$ cat config.mk
export PLATFORM = sky130hd
export DESIGN_NAME = response_matcher
export DESIGN_NICKNAME = d
export VERILOG_FILES = /design/src/rtl/response_matcher.sv
export SDC_FILE = /design/constraint.sdc
export NUM_CORES = 1
export LEC_CHECK = 0
export ABC_CLOCK_PERIOD_IN_PS = 11800
export CAP_MARGIN = 20
export CORE_ASPECT_RATIO = 1.2
export CORE_UTILIZATION = 30
export CTS_CLUSTER_DIAMETER = 50
export CTS_CLUSTER_SIZE = 14
export DETAILED_ROUTE_END_ITERATION = 10
export HOLD_SLACK_MARGIN = 0.05
export PLACE_DENSITY = 0.49
export SYNTH_ARGS = -nofsm -noshare
export SYNTH_HDL_FRONTEND = slang
export SYNTH_SLANG_ARGS = --single-unit
$ cat constraint.sdc
create_clock -name clk -period 11.8 [get_ports clk]
set_clock_uncertainty 0.05 [all_clocks]
set_input_delay 2.95 -clock clk [delete_from_list [all_inputs] [get_ports clk]]
set_output_delay 2.95 -clock clk [all_outputs]
set_load 0.02 [all_outputs]
$ cat src/rtl/response_matcher.sv
// Line-oriented response classifier: collects UART RX bytes up to CR, then matches the line
// against the module response table. result/erro stay valid until ack (one-cycle pulse) is seen in DONE.
module response_matcher #(
    parameter int unsigned MAX_LEN        = 16,
    parameter int unsigned TIMEOUT_CYCLES = 50000000,
    parameter logic [7:0]  CR_CHAR        = 8'h0D,
    parameter logic [7:0]  LF_CHAR        = 8'h0A
) (
    input  logic       clk,
    input  logic       rst,
    input  logic [7:0] data,
    input  logic       data_ready,
    input  logic       start,
    input  logic       ack,
    output logic       busy,
    output logic       result_valid,
    output logic [2:0] result,
    output logic [1:0] erro
);
    localparam int BUF_W = MAX_LEN * 8;
    localparam int LEN_W = $clog2(MAX_LEN + 1);
    localparam int TMR_W = $clog2(TIMEOUT_CYCLES);
    localparam logic [LEN_W-1:0] LEN_MAX  = LEN_W'(MAX_LEN);
    localparam logic [TMR_W-1:0] TMR_LAST = TMR_W'(TIMEOUT_CYCLES - 1);

    localparam logic [15:0] RSP_OK    = "OK";
    localparam logic [63:0] RSP_CONNA = "OK+CONNA";
    localparam logic [63:0] RSP_CONNE = "OK+CONNE";
    localparam logic [63:0] RSP_CONNF = "OK+CONNF";
    localparam logic [63:0] RSP_CONNL = "OK+CONNL";

    typedef enum logic [1:0] {S_IDLE, S_WAIT, S_COMPARE, S_DONE} state_t;

    state_t           state_q;
    logic [BUF_W-1:0] buf_q;
    logic [LEN_W-1:0] len_q;
    logic             ovf_q;
    logic [TMR_W-1:0] timer_q;
    logic             data_ready_q;
    logic             byte_ev;
    logic [2:0]       code_d;

    assign byte_ev = data_ready && !data_ready_q;

    function automatic logic [1:0] erro_of(input logic [2:0] code);
        case (code)
            3'd2:             erro_of = 2'b01;
            3'd4:             erro_of = 2'b10;
            3'd3, 3'd5, 3'd7: erro_of = 2'b11;
            default:          erro_of = 2'b00;
        endcase
    endfunction

    // Bytes above len are always zero (cleared on arm, never shifted on overflow),
    // so a whole-buffer compare against the zero-extended string plus the len check is exact.
    always_comb begin
        code_d = 3'd6;
        if (!ovf_q) begin
            if (len_q == LEN_W'(2) && buf_q == BUF_W'(RSP_OK)) begin
                code_d = 3'd1;
            end else if (len_q == LEN_W'(8)) begin
                if (buf_q == BUF_W'(RSP_CONNA))      code_d = 3'd2;
                else if (buf_q == BUF_W'(RSP_CONNE)) code_d = 3'd3;
                else if (buf_q == BUF_W'(RSP_CONNF)) code_d = 3'd4;
                else if (buf_q == BUF_W'(RSP_CONNL)) code_d = 3'd5;
            end
        end
    end

    always_ff @(posedge clk or posedge rst) begin
        if (rst) begin
            state_q      <= S_IDLE;
            buf_q        <= '0;
            len_q        <= '0;
            ovf_q        <= 1'b0;
            timer_q      <= '0;
            data_ready_q <= 1'b0;
            busy         <= 1'b0;
            result_valid <= 1'b0;
            result       <= 3'd0;
            erro         <= 2'b00;
        end else begin
            data_ready_q <= data_ready;
            case (state_q)
                S_IDLE: begin
                    if (start) begin
                        state_q <= S_WAIT;
                        busy    <= 1'b1;
                        buf_q   <= '0;
                        len_q   <= '0;
                        ovf_q   <= 1'b0;
                        timer_q <= '0;
                    end
                end
                S_WAIT: begin
                    timer_q <= timer_q + 1'b1;
                    // A terminating CR takes priority over a coincident timeout.
                    if (byte_ev && data == CR_CHAR && len_q != '0) begin
                        state_q <= S_COMPARE;
                    end else if (timer_q == TMR_LAST) begin
                        state_q      <= S_DONE;
                        busy         <= 1'b0;
                        result_valid <= 1'b1;
                        result       <= 3'd7;
                        erro         <= erro_of(3'd7);
                    end else if (byte_ev && data != LF_CHAR && data != CR_CHAR) begin
                        if (len_q == LEN_MAX) begin
                            ovf_q <= 1'b1;
                        end else begin
                            buf_q <= {buf_q[BUF_W-9:0], data};
                            len_q <= len_q + 1'b1;
                        end
                    end
                end
                S_COMPARE: begin
                    state_q      <= S_DONE;
                    busy         <= 1'b0;
                    result_valid <= 1'b1;
                    result       <= code_d;
                    erro         <= erro_of(code_d);
                end
                S_DONE: begin
                    if (ack) begin
                        state_q      <= S_IDLE;
                        result_valid <= 1'b0;
                        result       <= 3'd0;
                        erro         <= 2'b00;
                    end
                end
                default: state_q <= S_IDLE;
            endcase
        end
    end
endmodule

======== Word-level counts from Yosys, hierarchy flattened ========
Index checks and enable logic that the tools add are counted.
W data, S select, Z words.
storage, ports and cells
  memories kept ........................... 0
  bits in latches ......................... 0
  bits in registers ....................... 170
  RAM bits ................................ 0
  memory bits (read-only) ................. 0
operators by class
  bitwise gates (word level) .............. 0
  order comparisons ....................... 0
  reduce and logical (&&, ||, !) cells .... 19
  add/subtract/negate cells ............... 2
  div/mod/pow operators ................... 0
  multiply operators ...................... 0
  equality and inequality tests ........... 29
  multiplexer cells ....................... 47
  shift operators ......................... 0
operators by type and width
  operator                 count
  $mux W128                5
  $eq A128 B63 Y1 const B  4
  $pmux W128 S2            1
  $eq A128 B15 Y1 const B  1
  $pmux W26 S2             1
  $add A26 B1 Y26 const B  1
  $eq A26 B26 Y1 const B   1
  $mux W26                 1
  $mux W5                  5
  $mux W3                  8
  $ne A2 B2 Y1 const B     8
  $ne A8 B4 Y1 const B     2
  $mux W2                  7
  $pmux W2 S3              2
  $reduce_and A6 Y1        2
  $mux W1                  11
  $pmux W5 S2              1
  $eq A3 B3 Y1 const B     3
  $pmux W3 S3              1
  $eq A8 B4 Y1 const B     1
  $pmux W2 S4              1
  $reduce_and A4 Y1        2
  $eq A3 B2 Y1 const B     2
  $logic_and A1 B1 Y1      6
  other kinds (17)         20

======== Logic depth before layout (Yosys ltp) ========
  depth after elaboration ................. 12
  depth in mapped cells ................... 11

======== Least setup slack after synthesis ========
Ideal clock, no wire load.
  path kind ............................... in2reg
  start ................................... input data[6]
  end ..................................... register buf_q[2]
  stages .................................. 9
  setup slack ............................. 7.113 ns
  required time ........................... 11.674 ns
  setup time .............................. 0.076 ns
  arrival time ............................ 4.560 ns
  buffers on the path ..................... 3
  cell sequence ........................... or4b_1 > a211oi_1 > nor4_1 > a21oi_2 > buf_2 > buf_4 > buf_4 > nand2_1 > o21ai_1
on the way
  word-level cells in the longest chain between the ends .. 5
  elaborated cells on any way between the ends .. 10
  classes of those cells .................. eq/ne (5); reduce/logical (5)
ends and longest elaborated chain
  what                                                        RTL line  text
  start: declaration                                          11        input logic [7:0] data,
  $ne A8 B4 Y1 or $eq A8 B4 Y1 (tied branches)                106, 98
  $logic_and A1 B1 Y1, on equally long branches (2 in a row)  106, 98
  $ne A2 B2 Y1 (no line)                                      -
  $reduce_and A6 Y1 (no line) *                               -
  end signal: assignment                                      110       buf_q <= {buf_q[BUF_W-9:0], data};
  end: declaration                                            35        logic [BUF_W-1:0] buf_q;
Every way passes the cells marked *; elsewhere a longest branch is shown, timed or not.
A chain may end at the register's enable or synchronous reset.

======== Final worst setup path ========
  start ................................... input data[6]
  end ..................................... register buf_q[78]
Same word-level chain as after synthesis.

==> impl_results.md <==
* Run status: completed
* I/O pin cnt at 20
* WP data required at 12.02 ns
* Final wirelength at 17730 um
* Seq/Total Area, Yosys at 0.5447
* Mapped Area at 7810 um2
* Synthesized area per cell at 8.967 um2
* Drt pass-1 iters at 4
* Most frequent cells after synthesis: nand2_1 (274), dfrtp_1 (170), o21ai_1 (92), o21ai_0 (44), nor2_1 (39)
* Num rows at 64
* Sw Ratio at 0.3870
* Crit path kind: in -> reg
* Multi-input logic area at 3312 um2
* DIE HEIGHT at 178.8 um
* Die W at 149.3 um
* RSZ-0062 raised after global routing: no
* Final nets at 887
* Combinational power share at 0.300
* Fillers at 2683
* CTS tree: built
* Register Area at 4254 um2
* Fmax at 0.1838 GHz
* Static leakage at 3.578 nW
* Yosys cell types at 54
* Synth Warn # at 0
* Total Routing Usage GR at 0.1432
* Synth Register Bits at 170
* Total Power at 1.820 mW
* Cells after synthesis at 871
* Sequential share of power at 0.394
* Gpl congestion at 0.7487
* Min cycle time layout at 5.441 ns
* Fraction of layout cells with a size suffix above 1 at 0.05245
* CP Capture Type: register
* Maxcap violations at 0
* Initial Utilization at 0.3057
* Yosys top cell area share at 0.5447
* Routed wire per std cell at 14.69 um
* Buffers on Ports at 19
* H-tree depth reported by CTS at 4
* Peak supply drop at 0.4323 mV
* DRC Markers at 0
* Slew HR at 0.3030
* CP startpoint kind: input pin
* Clock root cell: clkbuf_16
* Initial antenna violation count at 0
* Net switching power at 0.7044 mW
* DP HPWL at 11610 um
* DR vias at 5781
* Final hold vios at 0
* Area Overhead vs Synth at 13.04%
* Arr. time, crit path at 5.66 ns
* Post-CTS Resized at 0
* Core area at 25540 um2
* Synth top area cells: dfrtp_1 (54%), nand2_1 (13%), o21ai_1 (5.9%)
* Post-route core utilization at 0.3456
* Setup Fix Bufs, Post-CTS at 0
* Syn_nets at 893
* Die area at 26690 um2
* Maximum number of pins on one net before global-route repair at 265
* Period utilization at 0.4611
* Setup violators final at 0
* Clock network fraction of total power at 0.306
* Power density over the cells at 206.2 nW/um2
* Crit Path Max Fanout at 264
* Setup TNS Final at 0 ns
* Most common cell in the netlist: nand2_1
* Cts hold-fix bufs at 0
* Worst-path clk slew at 0.07 ns
* Asr flop ratio synth at 1.000
* Vias in the first global route at 5543
* Number of flops mapped to enable cells by yosys at 0
* Initial DRC count at 385
* Worst Hold Class: reg -> reg
* Total grt overflow at 0
* Ant. Diodes at 0
* Clk buf depth at 2
* ANT nets after route at 0
* Synth area leader: dfrtp_1
* Least-Margin Pin Slew at 1.046 ns
* First-pass GRT wire length at 29680 um
* Clock sink count at 170
* R2r setup slk at 8.79 ns
* Final slew viol count at 0
* Internal at 1.116 mW
* Clock Latency Late Sink at 0.43 ns
* Main synth FF type: dfrtp_1
* Vias/cell at 4.790
* TritonCTS buffer count at 17
## area by class of cell
| cell class | count | area share |
|---|---|---|
| clock buffers | 19 | 0.04904 |
| clock inverters | 12 | 0.01601 |
| inverters | 8 | 0.003968 |
| multi-input cells | 644 | 0.3751 |
| flip-flops and latches | 170 | 0.4819 |
| well taps | 330 | 0.04677 |
| repair buffers | 24 | 0.02721 |
## per-layer routing
| layer | up-vias | track usage | part of all wire |
|---|---|---|---|
| li1 | 2967 | - | - |
| met5 | - | 0 | 0 |
| met3 | 20 | 0.02824 | 0.019 |
| met2 | 49 | 0.2310 | 0.48 |
| met4 | 0 | 0.04762 | 0.013 |
| met1 | 2745 | 0.1916 | 0.49 |
## per-stage QoR
step / instance area [um2] / hold WS [ns] / cells / setup slack [ns]
after global placement: 8254 / 0.4239 / 1176 / 5.925
after CTS: 8828 / 0.4445 / 1207 / 6.370
after detailed placement: 8254 / 0.4299 / 1176 / 5.904
after global routing: 8828 / 0.4845 / 1207 / 6.165
final: 8828 / 0.4407 / 1207 / 6.359
after floorplan: 7810 / 0.4058 / 871 / 4.197
## power groups by stage
stage | combinational, mW | clock (mW) | sequential, mW
global route | 0.615 | 0.597 | 0.729
global placement | 0.555 | 0 | 0.729
floorplan | 0.436 | 0 | 0.717
detailed placement | 0.553 | 0 | 0.729
CTS | 0.554 | 0.572 | 0.719
finish | 0.546 | 0.556 | 0.718
## layout by cell type (no fill, tap or decap), types with 2 or more instances in the layout
master / count
nand4_1: 19
mux2_2: 3
buf_4: 4
nand2b_1: 3
dfrtp_1: 170
inv_6: 4
inv_1: 7
xor2_1: 18
mux2i_1: 3
nor4_1: 27
nor3_1: 7
a22o_1: 2
a21o_1: 2
o21ai_1: 92
o31ai_1: 5
o21ai_0: 44
and4_1: 4
clkbuf_16: 17
nor2b_1: 4
clkdlybuf4s50_1: 19
nor2_1: 39
bufinv_16: 2
xnor2_1: 4
a21oi_1: 14
clkinvlp_4: 4
nand3_1: 22
ha_1: 8
nand3b_1: 3
nand2_1: 274
a211oi_1: 2
a31oi_1: 2
clkbuf_1: 2
nor4b_1: 6
and3_1: 6
or3_1: 7
## kinds of logic after synthesis
kind of cell | after synthesis | synth area share
and+or+nand+nor | 434 | 0.2538
AOI/OAI and AO/OA | 173 | 0.1197
DFF | 170 | 0.5447
buffers and inverters | 57 | 0.03460
xor gates and xnor gates | 22 | 0.02467
adders and majority gates | 9 | 0.01442
muxes | 6 | 0.008170
## path summary, 6_finish.rpt
check                            from     endpoint  cells after the start
setup / recovery              data[6]    buf_q[78]                      7
hold / removal             buf_q[122]   buf_q[122]                      2
setup reg to reg           state_q[1]  timer_q[25]                      8
hold reg to reg            buf_q[122]   buf_q[122]                      2
max in group asynchronous         rst    buf_q[45]                      4
min in group asynchronous         rst  timer_q[15]                      2
## worst max-delay path: stages
cell,delay (ns)
clkdlybuf4s50_1,0.41
or4b_1,0.58
a211oi_1,0.33
nor4_1,0.14
a21oi_4,0.20
buf_12,0.62
o21ai_0,0.23
## registers in the layout, indices dropped and copies added, names as in the netlist, 2 cells and up
signal   flops
buf_q      128
result       3
erro         2
timer_q     26
len_q        5
state_q      2
No activity file was read; power rests on OpenSTA's default activity.
